<file path="src/rtl/hazard_resolve_ctrl.sv">
// Pipeline hazard resolution: converts detector flags into PC/IF-ID holds, ID-EX bubbles,
// IF-ID flushes and registered forwarding selects, sequenced by a four-state FSM.
module hazard_resolve_ctrl #(
    parameter int FLUSH_CYCLES = 2,
    parameter int CNT_W        = 16
) (
    input  logic             clk,
    input  logic             rst_n,
    input  logic             is_hazard1,
    input  logic [2:0]       hazard_reg1,
    input  logic             is_hazard2,
    input  logic [2:0]       hazard_reg2,
    input  logic             id_ex_is_load,
    input  logic             ex_branch_taken,
    input  logic             mem_busy,
    output logic             pc_stall,
    output logic             if_id_stall,
    output logic             id_ex_bubble,
    output logic             if_id_flush,
    output logic [1:0]       fwd_a_sel,
    output logic [1:0]       fwd_b_sel,
    output logic [CNT_W-1:0] stall_cnt,
    output logic [CNT_W-1:0] flush_cnt
);

    typedef enum logic [1:0] {ST_RUN, ST_LOAD_STALL, ST_MEM_WAIT, ST_FLUSH} state_t;

    localparam logic [1:0] FLUSH_RELOAD = 2'(FLUSH_CYCLES - 1);

    state_t           state_reg, state_next;
    logic [1:0]       fcnt_reg, fcnt_next;
    logic [1:0]       fwd_a_reg, fwd_a_next;
    logic [1:0]       fwd_b_reg, fwd_b_next;
    logic [CNT_W-1:0] stall_cnt_reg, flush_cnt_reg;
    logic             flush_evt;

    // Index 0 is the ID/EX (newer) hazard, index 1 the EX/MEM (older) hazard.
    logic [1:0][2:0] codes;
    logic [1:0]      valid;
    logic [1:0]      hit_rs1, hit_rs2;

    assign codes = {hazard_reg2, hazard_reg1};
    assign valid = {is_hazard2, is_hazard1};

    generate
        for (genvar gi = 0; gi < 2; gi++) begin : g_hit
            assign hit_rs1[gi] = valid[gi] & ((codes[gi] == 3'd1) | (codes[gi] == 3'd3));
            assign hit_rs2[gi] = valid[gi] & ((codes[gi] == 3'd2) | (codes[gi] == 3'd3) |
                                              (codes[gi] == 3'd4));
        end
    endgenerate

    logic load_use;
    assign load_use = id_ex_is_load & (hit_rs1[0] | hit_rs2[0]);

    always_ff @(posedge clk) begin
        if (!rst_n) begin
            state_reg     <= ST_RUN;
            fcnt_reg      <= 2'd0;
            fwd_a_reg     <= 2'd0;
            fwd_b_reg     <= 2'd0;
            stall_cnt_reg <= '0;
            flush_cnt_reg <= '0;
        end else begin
            state_reg <= state_next;
            fcnt_reg  <= fcnt_next;
            fwd_a_reg <= fwd_a_next;
            fwd_b_reg <= fwd_b_next;
            if ((state_reg == ST_LOAD_STALL || state_reg == ST_MEM_WAIT) && stall_cnt_reg != '1)
                stall_cnt_reg <= stall_cnt_reg + 1'b1;
            if (flush_evt && flush_cnt_reg != '1)
                flush_cnt_reg <= flush_cnt_reg + 1'b1;
        end
    end

    always_comb begin
        state_next = state_reg;
        fcnt_next  = fcnt_reg;
        fwd_a_next = fwd_a_reg;
        fwd_b_next = fwd_b_reg;
        flush_evt  = 1'b0;
        case (state_reg)
            ST_RUN, ST_LOAD_STALL: begin
                if (mem_busy) begin
                    state_next = ST_MEM_WAIT;
                end else if (ex_branch_taken) begin
                    flush_evt  = 1'b1;
                    fcnt_next  = FLUSH_RELOAD;
                    state_next = (FLUSH_RELOAD != 2'd0) ? ST_FLUSH : ST_RUN;
                    fwd_a_next = 2'd0;
                    fwd_b_next = 2'd0;
                end else if (state_reg == ST_LOAD_STALL) begin
                    // The load has moved to EX/MEM, so only the older hazard can forward.
                    state_next = ST_RUN;
                    fwd_a_next = hit_rs1[1] ? 2'd2 : 2'd0;
                    fwd_b_next = hit_rs2[1] ? 2'd2 : 2'd0;
                end else if (load_use) begin
                    state_next = ST_LOAD_STALL;
                    fwd_a_next = 2'd0;
                    fwd_b_next = 2'd0;
                end else begin
                    fwd_a_next = hit_rs1[0] ? 2'd1 : (hit_rs1[1] ? 2'd2 : 2'd0);
                    fwd_b_next = hit_rs2[0] ? 2'd1 : (hit_rs2[1] ? 2'd2 : 2'd0);
                end
            end
            ST_MEM_WAIT: begin
                if (!mem_busy)
                    state_next = ST_RUN;
            end
            ST_FLUSH: begin
                fwd_a_next = 2'd0;
                fwd_b_next = 2'd0;
                if (mem_busy) begin
                    state_next = ST_FLUSH;
                end else if (ex_branch_taken) begin
                    flush_evt  = 1'b1;
                    fcnt_next  = FLUSH_RELOAD;
                    state_next = (FLUSH_RELOAD != 2'd0) ? ST_FLUSH : ST_RUN;
                end else begin
                    fcnt_next  = (fcnt_reg != 2'd0) ? fcnt_reg - 2'd1 : 2'd0;
                    state_next = (fcnt_reg <= 2'd1) ? ST_RUN : ST_FLUSH;
                end
            end
            default: state_next = ST_RUN;
        endcase
    end

    // Outputs are forced low while reset is asserted so no stale bubble leaks out.
    always_comb begin
        pc_stall     = 1'b0;
        if_id_stall  = 1'b0;
        id_ex_bubble = 1'b0;
        if_id_flush  = 1'b0;
        if (rst_n) begin
            case (state_reg)
                ST_RUN: begin
                    if (mem_busy) begin
                        pc_stall    = 1'b1;
                        if_id_stall = 1'b1;
                    end else if (ex_branch_taken) begin
                        if_id_flush  = 1'b1;
                        id_ex_bubble = 1'b1;
                    end else if (load_use) begin
                        pc_stall     = 1'b1;
                        if_id_stall  = 1'b1;
                        id_ex_bubble = 1'b1;
                    end
                end
                ST_LOAD_STALL: begin
                    if (mem_busy) begin
                        pc_stall    = 1'b1;
                        if_id_stall = 1'b1;
                    end else if (ex_branch_taken) begin
                        if_id_flush  = 1'b1;
                        id_ex_bubble = 1'b1;
                    end
                end
                ST_MEM_WAIT: begin
                    pc_stall    = mem_busy;
                    if_id_stall = mem_busy;
                end
                ST_FLUSH: begin
                    if_id_flush = 1'b1;
                    if (mem_busy) begin
                        pc_stall    = 1'b1;
                        if_id_stall = 1'b1;
                    end else if (ex_branch_taken) begin
                        id_ex_bubble = 1'b1;
                    end
                end
                default: ;
            endcase
        end
    end

    assign fwd_a_sel = fwd_a_reg;
    assign fwd_b_sel = fwd_b_reg;
    assign stall_cnt = stall_cnt_reg;
    assign flush_cnt = flush_cnt_reg;

endmodule

</file>
<file path="config.mk">
export PLATFORM = sky130hd
export DESIGN_NAME = hazard_resolve_ctrl
export DESIGN_NICKNAME = d
export VERILOG_FILES = /design/src/rtl/hazard_resolve_ctrl.sv
export SDC_FILE = /design/constraint.sdc
export NUM_CORES = 1
export LEC_CHECK = 0
export BUFFER_PORTS_ARGS = -buffer_cell sky130_fd_sc_hd__buf_2
export CAP_MARGIN = 20
export CORE_MARGIN = 2
export CORE_UTILIZATION = 40
export CTS_CLUSTER_DIAMETER = 40
export CTS_CLUSTER_SIZE = 24
export DETAILED_ROUTE_END_ITERATION = 10
export PLACE_DENSITY_LB_ADDON = 0.05
export SYNTH_ARGS = -nofsm -noshare
export SYNTH_HDL_FRONTEND = slang
export SYNTH_SLANG_ARGS = --single-unit
</file>
<file path="constraint.sdc">
create_clock -name clk -period 2.7 [get_ports clk]
set_input_delay 0.27 -clock clk [delete_from_list [all_inputs] [get_ports clk]]
set_output_delay 0.27 -clock clk [all_outputs]
set_load 0.03 [all_outputs]
</file>
* Yosys cells after proc, flatten, opt, wreduce, memory -nomap -nowiden
Cells that the tools add are included.
Storage, ports and cells: output and inout bits 40, flip-flop bits (word level) 40, input port bits 13
Operators by class: $lt $le $gt $ge 1, reductions and logical operators 12, eq/ne operators 18, mux-type cells 44, $add $sub $neg 3, bitwise operators 12
Operator list (count):
- 2-bit 2-to-1 mux | 25
- 16-bit by 1-bit adder with 16-bit output (second input constant) | 2
- 16-bit != test (second input constant) | 2
- 3-bit by 2-bit == test with 1-bit output (second input constant) | 4
- 1-bit 2-to-1 mux | 12
- 2-bit one-hot mux with 2 select lines | 3
- 1-bit bitwise OR | 7
- 3-bit by 1-bit == test with 1-bit output (second input constant) | 2
- 3-bit == test (second input constant) | 2
- 2-bit != test (second input constant) | 3
- 2-bit one-hot mux with 3 select lines | 1
- 1-bit AND | 5
- 5-bit by 1-bit != test with 1-bit output (second input constant) | 1
- 2-bit == test (second input constant) | 2
- 1-bit one-hot mux with 2 select lines | 2
- 2-bit AND reduction | 2
- 4-bit AND reduction | 1
- 2-bit nonzero test | 2
- 2-bit OR reduction | 2
- 1-bit one-hot mux with 3 select lines | 1
- 3-bit OR reduction | 1
- 2-bit by 1-bit == test with 1-bit output (second input constant) | 1
- 2-bit by 1-bit less-or-equal comparator with 1-bit output (second input constant) | 1
- 1-bit logical AND | 2
- other kinds (4) | 4

* Logic depth before layout (Yosys ltp)
Gate-level depths: netlist of run 1.
depth in word-level cells 11, depth in mapped cells 7

* Worst setup path after synthesis of run 1
No wires, ideal clock.
kind flip-flop to flip-flop, start register state_reg[1], end register stall_cnt_reg[9], in the netlist stall_cnt[9], data required time 2.630 ns, stages on the path, launching flop included 7, slack 0.814 ns, buffers on the path 0, data arrival time 1.816 ns, path through dfxtp_1 inv_1 ha_1 and3_4 nand3_4 or4_1 a21oi_1
On the way: word-level cells in the longest chain between the ends 3
RTL lines:
- from (decl) | line 30 | state_t state_reg, state_next;
- from (signal assigned) | line 65 | state_reg <= state_next;
- 2-bit by 1-bit == test with 1-bit output / 2-bit == test (equally long branches) | line 69 | if ((state_reg == ST_LOAD_STALL || state_reg == ST_MEM_WAIT) && stall_cnt_reg != '1)
- 1-bit logical OR * | line 69
- 1-bit logical AND * | line 69
- to (signal assigned) | line 70 | stall_cnt_reg <= stall_cnt_reg + 1'b1;
- to (decl) | line 34 | logic [CNT_W-1:0] stall_cnt_reg, flush_cnt_reg;
Every way passes the cells marked *; elsewhere a longest branch is shown, timed or not. A chain may end at the register's enable or synchronous reset.

* Worst setup path in the final report of run 1
start register state_reg[1], end output id_ex_bubble
On the way: word-level cells in the longest chain between the ends 4
RTL lines:
- 2-bit by 1-bit == test with 1-bit output / 2-bit == test (equally long branches) | line 135 | case (state_reg)
- 2-bit OR reduction (no line)
- 1-bit one-hot mux with 2 select lines * | line 135
- 1-bit 2-to-1 mux * | line 134 | if (rst_n) begin
- to (decl) | line 18 | output logic id_ex_bubble,
Marks and branches as above.

==> results.sh, run 1 <==
export IMPL_grt_max_degree=25
export IMPL_drive_gt1_share_pct=22.1
export IMPL_ant_nets=0
export IMPL_leakage_uw=0.00120
export IMPL_clk_pin_slew_ns=0.08
export IMPL_cts_root_buf="clkbuf_8"
export IMPL_fin_ws_ns=0.515
export IMPL_crit_path_start_kind="flop"
export IMPL_core_rowCount=28
export IMPL_cap_viol_max_count=0
export IMPL_fin_crit_ns=2.18
export IMPL_clk_latency_ns=0.30
export IMPL_grt_use_total_pct=18.6
export IMPL_synthXorXnorAreaFrac_pct=0.721
export IMPL_viasPerCell=5.61
export IMPL_ys_ff_latch=40
export IMPL_crit_arrival_ns=1.91
export IMPL_area_delta_synth_final_pct=16.2
export IMPL_synthesis_nets=304
export IMPL_timing_critical_path_from="state_reg[1]"
export IMPL_drc_errors=0
export IMPL_gp_congestion=0.756
export IMPL_vias=2300
export IMPL_antenna_found_initial=0
export IMPL_cts_repair_resized=0
export IMPL_path_cells="inv_1 -> ha_1 -> nor3_1 -> o22ai_1 -> and3_1 -> buf_2"
export IMPL_slowest_stage="dfxtp_1"
export IMPL_synth_flop_cell="dfxtp_1"
export IMPL_clock_skew_ns=0.0102
export IMPL_power_uw=1270
export IMPL_final_setup_viol_count=0
export IMPL_synth_seq_area_share_pct=32.9
export IMPL_path_delay_family="flip-flops"
export IMPL_io_buffers=52
export IMPL_yosysTopAreaCellShare_pct=32.9
export IMPL_synth_enable_flop_cells=0
export IMPL_finalNetCount=355
export IMPL_reg2reg_depth=6
export IMPL_clockBufferDepth=2
export IMPL_cts_hold_buf=0
export IMPL_synthArstFlopShare_pct=0
export IMPL_initial_core_util_pct=41.3
export IMPL_worst_path_largest_cell_delay_ns=0.46
export IMPL_worstReg2RegStart="state_reg[1]"
export IMPL_synth_top_area_cell="dfxtp_1"
export IMPL_overflow=0
export IMPL_worst_ep_required_time_ns=2.43
export IMPL_grt_pass1_wl_mm=9.76
export IMPL_post_cts_setup_buffer_count=0
export IMPL_core_um2=5890
export IMPL_crit_cells=6
export IMPL_cp_end_kind="output pin"
export IMPL_dieHeight_um=82.0
export IMPL_worst_slew_pin_slew_ns=0.500
export IMPL_crit_type="flop to output pin"
export IMPL_hold_depth=3
export IMPL_synth_top_family_by_area="simple AND/OR/NAND/NOR gates"
export IMPL_yosysMostFrequentCell="dfxtp_1"
export IMPL_synthMuxAreaShare_pct=6.18
export IMPL_timing_fmax_ghz=0.458
export IMPL_synth_compound_area_share_pct=16.6
export IMPL_yosysWarnings=0
export IMPL_synth_cell_area_um2=2430
export IMPL_p_per_area_nw_per_um2=449
export IMPL_finalCritPeriodShare_pct=80.9
export IMPL_io_pins=53
export IMPL_slew_viol_final=0
export IMPL_grt_pass1_vias=2029
export IMPL_slew_headroom_pct=66.4
export IMPL_synthSimpleGateAreaFrac_pct=36.4
export IMPL_die_area_um2=6720
export IMPL_clock_sinks=40
export IMPL_vdd_drop_max_mv=0.289
export IMPL_postLayoutCoreUtil_pct=48.0
export IMPL_status="complete, no violations"
export IMPL_dp_hpwl_mm=4.33
export IMPL_crit_fanout=8
export IMPL_rsz0062_at_grt="no"
export IMPL_die_x_um=82.0
export IMPL_post_drt_wl_per_cell_um=14.3
export IMPL_htree_levels=2
export IMPL_synth_adder_area_share_pct=3.60
export IMPL_synth_area_per_cell_um2=8.56
export IMPL_hold_violations=0
export IMPL_cts_tree="built"
export IMPL_drt_total_wl_mm=5.84
export IMPL_synth_cell_type_count=56
export IMPL_antenna_diode_count=0
export IMPL_synth_common_cells="dfxtp_1 (40), nand2_1 (32), a21oi_1 (22)"
export IMPL_critPathBufInv=2
export IMPL_final_setup_tns_ns=0
export IMPL_min_from="rst_n"
export IMPL_numCtsBuffers=5
export IMPL_drtPass1Iterations=4
export IMPL_rrSetupSlack_ns=0.64
export IMPL_hp_class="primary input to flop"
export IMPL_syn_instance_count=284
export IMPL_drtIter0Drc=159
export IMPL_synth_area_top_cells="dfxtp_1 (33%), mux2i_1 (6.2%), nand2_1 (4.9%)"
export IMPL_place_ws_ns=0.680
## layer usage
metal | share of wire (%) | track usage, % | wire length (um)
met5 | 0 | 0 | 0
met3 | 4.0 | 3.96 | 235
met2 | 46 | 30.1 | 2680
met1 | 49 | 24.5 | 2850
met4 | 1.3 | 6.00 | 78
## worst register-to-register path, cell delays in order, from the launching register on
cell	delay, ns
dfxtp_1	0.46
inv_1	0.12
ha_1	0.41
and3_4	0.25
nand3_4	0.10
or4_1	0.52
a21oi_1	0.14
## path summary, 6_finish.rpt
path | endpoint
setup / recovery | id_ex_bubble
hold / removal | flush_cnt[3]
setup reg to reg | stall_cnt[9]
hold reg to reg | fwd_b_sel[1]
## final cells by class
cell class / instances / area [um2]
Timing Repair Buffer: 54 / 275
Clock inverter: 1 / 5.00
Multi-Input combinational cell: 225 / 1540
Inverter: 9 / 33.8
Fill cell: 600 / 3060
Clock buffer: 6 / 72.6
Sequential cell: 40 / 801
Tap cell: 75 / 93.8
## per-stage QoR
step / instances / hold slack [ns] / cell area [um2]
2_1_floorplan: 284 / 0.464 / 2430
3_3_place_gp: 403 / 0.448 / 2750
3_5_place_dp: 403 / 0.453 / 2750
4_1_cts: 410 / 0.340 / 2820
5_1_grt: 410 / 0.374 / 2820
6_report: 410 / 0.351 / 2820
## power breakdown
group          total (uW)  switching, uW  leakage [uW]  internal [uW]
Clock                 382            206     0.0000410            176
Sequential            637           28.4      0.000323            609
Combinational         249            159      0.000831           90.0
## layout by cell type, fill, tap and decap left out, types with 3 or more instances in the layout
| cell type | n |
|---|---|
| o31ai_1 | 9 |
| buf_2 | 52 |
| nor3b_1 | 4 |
| and3_1 | 4 |
| and4_1 | 4 |
| o21ai_0 | 10 |
| a22oi_1 | 3 |
| nor3_1 | 6 |
| dfxtp_1 | 40 |
| clkbuf_8 | 5 |
| mux2i_1 | 15 |
| nand2_1 | 32 |
| or3_1 | 5 |
| nor4_1 | 3 |
| nand4_1 | 12 |
| nor4_4 | 3 |
| ha_1 | 7 |
| inv_1 | 9 |
| a21oi_1 | 22 |
| nand2b_1 | 14 |
| or4_1 | 10 |
| nand3_1 | 10 |
| nor2_1 | 17 |
## cell families (layout without fill, tap and decap cells)
logic type	Yosys count	after routing
AND/OR/NAND/NOR	140	140
flip-flops	40	40
buffers and inverters	19	70
XOR/XNOR	2	2
AO/OA/AOI/OAI	61	61
adder cells (fa/ha/maj)	7	7
multiplexers	15	15
No activity file was read; power rests on OpenSTA's default activity.
==> run 2, diff against run 1 <==
==> constraint.sdc (replaced) <==
create_clock -name clk -period 2.3 [get_ports clk]
set_input_delay 0.23 -clock clk [delete_from_list [all_inputs] [get_ports clk]]
set_output_delay 0.23 -clock clk [all_outputs]
set_load 0.03 [all_outputs]
==> results.sh, run 2 (synthesized netlist as in run 1, its figures left out) <==
export IMPL_clock_sinks=40
export IMPL_io_pins=53
export IMPL_viasPerCell=5.59
export IMPL_drive_gt1_share_pct=22.6
export IMPL_drtIter0Drc=123
export IMPL_worst_ep_required_time_ns=2.07
export IMPL_p_per_area_nw_per_um2=542
export IMPL_die_x_um=82.0
export IMPL_crit_type="flop to output pin"
export IMPL_rrSetupSlack_ns=0.27
export IMPL_grt_use_total_pct=18.3
export IMPL_crit_arrival_ns=1.86
export IMPL_clockBufferDepth=2
export IMPL_post_cts_setup_buffer_count=0
export IMPL_antenna_found_initial=0
export IMPL_layout_common_cells="buf_2 (52), dfxtp_1 (40), nand2_1 (32)"
export IMPL_slew_viol_final=0
export IMPL_final_setup_tns_ns=0
export IMPL_slew_headroom_pct=69.7
export IMPL_timing_fmax_ghz=0.477
export IMPL_antenna_diode_count=0
export IMPL_postLayoutCoreUtil_pct=48.3
export IMPL_vdd_drop_max_mv=0.411
export IMPL_drtPass1Iterations=4
export IMPL_layout_commonest_cell="buf_2"
export IMPL_grt_pass1_vias=2038
export IMPL_clk_pin_slew_ns=0.07
export IMPL_finalNetCount=355
export IMPL_dp_hpwl_mm=4.20
export IMPL_status="complete, no violations"
export IMPL_hp_class="primary input to flop"
export IMPL_core_rowCount=28
export IMPL_cp_end_kind="output pin"
export IMPL_io_buffers=52
export IMPL_post_drt_wl_per_cell_um=14.0
export IMPL_ant_nets=0
export IMPL_grt_pass1_wl_mm=9.58
export IMPL_clk_latency_ns=0.30
export IMPL_final_setup_viol_count=0
export IMPL_dieHeight_um=82.0
export IMPL_crit_fanout=8
export IMPL_leakage_uw=0.00120
export IMPL_initial_core_util_pct=41.3
export IMPL_overflow=0
export IMPL_fin_cells=411
export IMPL_place_inst=403
export IMPL_worst_slew_pin_slew_ns=0.451
export IMPL_area_delta_synth_final_pct=17.0
export IMPL_cts_root_buf="clkbuf_8"
export IMPL_clock_skew_ns=0.0107
export IMPL_cap_viol_max_count=0
export IMPL_htree_levels=2
export IMPL_drt_total_wl_mm=5.76
export IMPL_hold_violations=0
export IMPL_crit_path_start_kind="flop"
export IMPL_rsz0062_at_grt="no"
export IMPL_drc_errors=0
export IMPL_vias=2298
export IMPL_fin_crit_ns=2.09
export IMPL_core_um2=5890
export IMPL_gp_congestion=0.755
export IMPL_die_area_um2=6720
export IMPL_cts_tree="built"
export IMPL_whs_ns=0.328
export IMPL_numCtsBuffers=5
export IMPL_finalCritPeriodShare_pct=91.1
export IMPL_grt_max_degree=37
[run 2: worst paths after layout]
| check | startpoint | endpoint | cells after the start |
|---|---|---|---|
| max | state_reg[1] | id_ex_bubble | 6 |
| min | id_ex_is_load | fwd_a_sel[0] | 4 |
| max reg2reg | state_reg[1] | stall_cnt[9] | 6 |
| min reg2reg | fwd_b_sel[1] | fwd_b_sel[1] | 2 |
[run 2: power breakdown]
part / switching [uW] / internal (uW)
clock: 258 / 244
sequential: 30.6 / 715
combinational: 188 / 107
total: 476 / 1070
[run 2: metal layers]
layer	up-vias	wire, um	track usage [%]
met5	-	0	0
met2	40	2650	31.1
met1	1075	2830	23.1
met3	5	228	4.84
met4	0	48	4.00
li1	1178	-	-
[run 2: through the flow]
step	instance area, um2	setup WS, ns	total power, uW
after detailed placement	2750	0.287	1050
after CTS	2840	0.175	1560
after floorplan	2430	0.414	975
after global routing	2850	0.0593	1640
final	2850	0.205	1540
after global placement	2750	0.322	1050
[run 2: timing repair]
| item | CTS | global route |
|---|---|---|
| resized for setup | 0 | 1 |
| endpoints found under the setup margin | 0 | 1 |
| hold buffers | 0 | 0 |
[run 2: cell type report]
| type | count | area [um2] |
|---|---|---|
| Tap cell | 75 | 93.8 |
| Clock buffer | 7 | 86.3 |
| Timing Repair Buffer | 54 | 275 |
| Sequential cell | 40 | 801 |
| Multi-Input combinational cell | 225 | 1550 |
| Clock inverter | 1 | 7.51 |
| Inverter | 9 | 33.8 |
| Fill cell | 599 | 3040 |
[run 2: critical path: stages, from the launching register on]
cell     delay (ns)
dfxtp_1        0.46
inv_1          0.12
ha_1           0.31
nor3_2         0.25
o22ai_1        0.10
and3_1         0.17
buf_2          0.17
==> run 3, diff against run 2 <==
--- a/config.mk
+++ b/config.mk
@@ -12,7 +12,7 @@
 export CTS_CLUSTER_DIAMETER = 40
 export CTS_CLUSTER_SIZE = 24
 export DETAILED_ROUTE_END_ITERATION = 10
-export PLACE_DENSITY_LB_ADDON = 0.05
+export PLACE_DENSITY_LB_ADDON = 0.15
 export SYNTH_ARGS = -nofsm -noshare
 export SYNTH_HDL_FRONTEND = slang
 export SYNTH_SLANG_ARGS = --single-unit
==> constraint.sdc (replaced) <==
create_clock -name clk -period 2.09 [get_ports clk]
set_input_delay 0.209 -clock clk [delete_from_list [all_inputs] [get_ports clk]]
set_output_delay 0.209 -clock clk [all_outputs]
set_load 0.03 [all_outputs]
==> results.sh, run 3 (synthesized netlist as in run 1, its figures left out) <==
export IMPL_htree_levels=2
export IMPL_core_rowCount=28
export IMPL_die_area_um2=6720
export IMPL_crit_arrival_ns=1.73
export IMPL_worst_slew_pin_slew_ns=0.495
export IMPL_drc_errors=0
export IMPL_dpl_instance_area_um2=2780
export IMPL_vias=2348
export IMPL_rsz0062_at_grt="no"
export IMPL_final_setup_tns_ns=0
export IMPL_slowest_stage="dfxtp_1"
export IMPL_grt_use_total_pct=18.1
export IMPL_power_uw=1850
export IMPL_numCtsBuffers=5
export IMPL_dieHeight_um=82.0
export IMPL_clock_sinks=40
export IMPL_layout_commonest_cell="buf_2"
export IMPL_drt_total_wl_mm=5.74
export IMPL_n_fill_cell=580
export IMPL_crit_path_start_kind="flop"
export IMPL_grt_max_degree=16
export IMPL_grt_pass1_vias=1989
export IMPL_post_cts_setup_buffer_count=0
export IMPL_path_cells="buf_4 -> ha_1 -> nor3_2 -> o22ai_1 -> and3_1 -> buf_2"
export IMPL_p_per_area_nw_per_um2=637
export IMPL_rrSetupSlack_ns=0.18
export IMPL_area_delta_synth_final_pct=19.4
export IMPL_io_buffers=52
export IMPL_layout_common_cells="buf_2 (52), dfxtp_1 (40), nand2_1 (32)"
export IMPL_drtPass1Iterations=4
export IMPL_initial_core_util_pct=41.3
export IMPL_finalNetCount=359
export IMPL_viasPerCell=5.66
export IMPL_hp_class="primary input to flop"
export IMPL_ant_nets=0
export IMPL_clockBufferDepth=2
export IMPL_cts_root_buf="clkbuf_8"
export IMPL_io_pins=53
export IMPL_antenna_diode_count=0
export IMPL_drive_gt1_share_pct=23.8
export IMPL_slew_headroom_pct=66.8
export IMPL_worst_ep_required_time_ns=1.88
export IMPL_cts_tree="built"
export IMPL_cp_end_kind="output pin"
export IMPL_hold_violations=0
export IMPL_drtIter0Drc=128
export IMPL_overflow=0
export IMPL_crit_type="flop to output pin"
export IMPL_status="complete, no violations"
export IMPL_vdd_drop_max_mv=0.317
export IMPL_clk_latency_ns=0.29
export IMPL_gp_congestion=0.787
export IMPL_cap_viol_max_count=0
export IMPL_core_um2=5890
export IMPL_grt_pass1_wl_mm=9.56
export IMPL_post_drt_wl_per_cell_um=13.8
export IMPL_dp_hpwl_mm=4.20
export IMPL_crit_fanout=8
export IMPL_timing_fmax_ghz=0.516
export IMPL_antenna_found_initial=0
export IMPL_finalCritPeriodShare_pct=92.7
export IMPL_fin_crit_ns=1.94
export IMPL_die_x_um=82.0
export IMPL_final_area_um2=2900
export IMPL_leakage_uw=0.00124
export IMPL_clock_skew_ns=0.0117
export IMPL_clk_pin_slew_ns=0.09
export IMPL_slew_viol_final=0
export IMPL_final_setup_viol_count=0
export IMPL_worst_path_largest_cell_delay_ns=0.32
## run 3: cell count changes in the layout (fill, tap and decap cells not counted)
| cell | change |
|---|---|
| clkinv_4 | +1 |
| buf_4 | +4 |
| clkbuf_1 | -1 |
| bufinv_16 | +1 |
| clkinvlp_4 | -1 |
## run 3: layer usage
metal,part of all wire [%],track usage (%),up-vias
met1,49,25.5,1108
met5,0,0,-
met4,0.57,4.50,0
li1,-,-,1191
met3,3.6,3.74,2
met2,47,28.1,47
## run 3: worst paths after layout
kind,start,end,depth (start not counted)
setup / recovery,state_reg[0],id_ex_bubble,6
hold / removal,rst_n,fcnt_reg[0],2
setup reg to reg,state_reg[0],stall_cnt[9],6
hold reg to reg,fwd_b_sel[1],fwd_b_sel[1],2
## run 3: what timing repair did
item,CTS,global route
hold buffers,0,0
setup endpoints to repair,0,1
resized for setup,0,1
## run 3: final cells by class
cell class                      count  area (um2)  area share [%]
Multi-Input combinational cell    225        1550            53.3
Clock buffer                        6        82.6            2.84
Inverter                            9        33.8            1.16
Tap cell                           75        93.8            3.23
Clock inverter                      2        38.8            1.34
Timing Repair Buffer               58         305            10.5
Sequential cell                    40         801            27.6
## run 3: power breakdown
part | switching (uW) | internal (uW) | leakage [uW] | total, uW
registers | 28.6 | 787 | 0.000323 | 815
logic | 217 | 130 | 0.000852 | 347
clock network | 296 | 391 | 0.0000614 | 687
## run 3: stage by stage
stage | hold slack (ns) | utilization [%] | setup slack, ns | instances
2_1_floorplan | 0.464 | - | 0.204 | 284
3_3_place_gp | 0.442 | 47.2 | 0.263 | 407
3_5_place_dp | 0.450 | 47.2 | 0.206 | 407
4_1_cts | 0.273 | 49.2 | 0.0476 | 415
5_1_grt | 0.298 | 49.3 | 0.0161 | 415
6_report | 0.288 | 49.3 | 0.153 | 415
## run 3: critical path: cells and delay by family, from the launching register on
family          cells  cell delay, ns
simple gates        2            0.40
buf+inv             2            0.32
compound gates      1            0.11
flops               1            0.32
fa+ha+maj           1            0.29
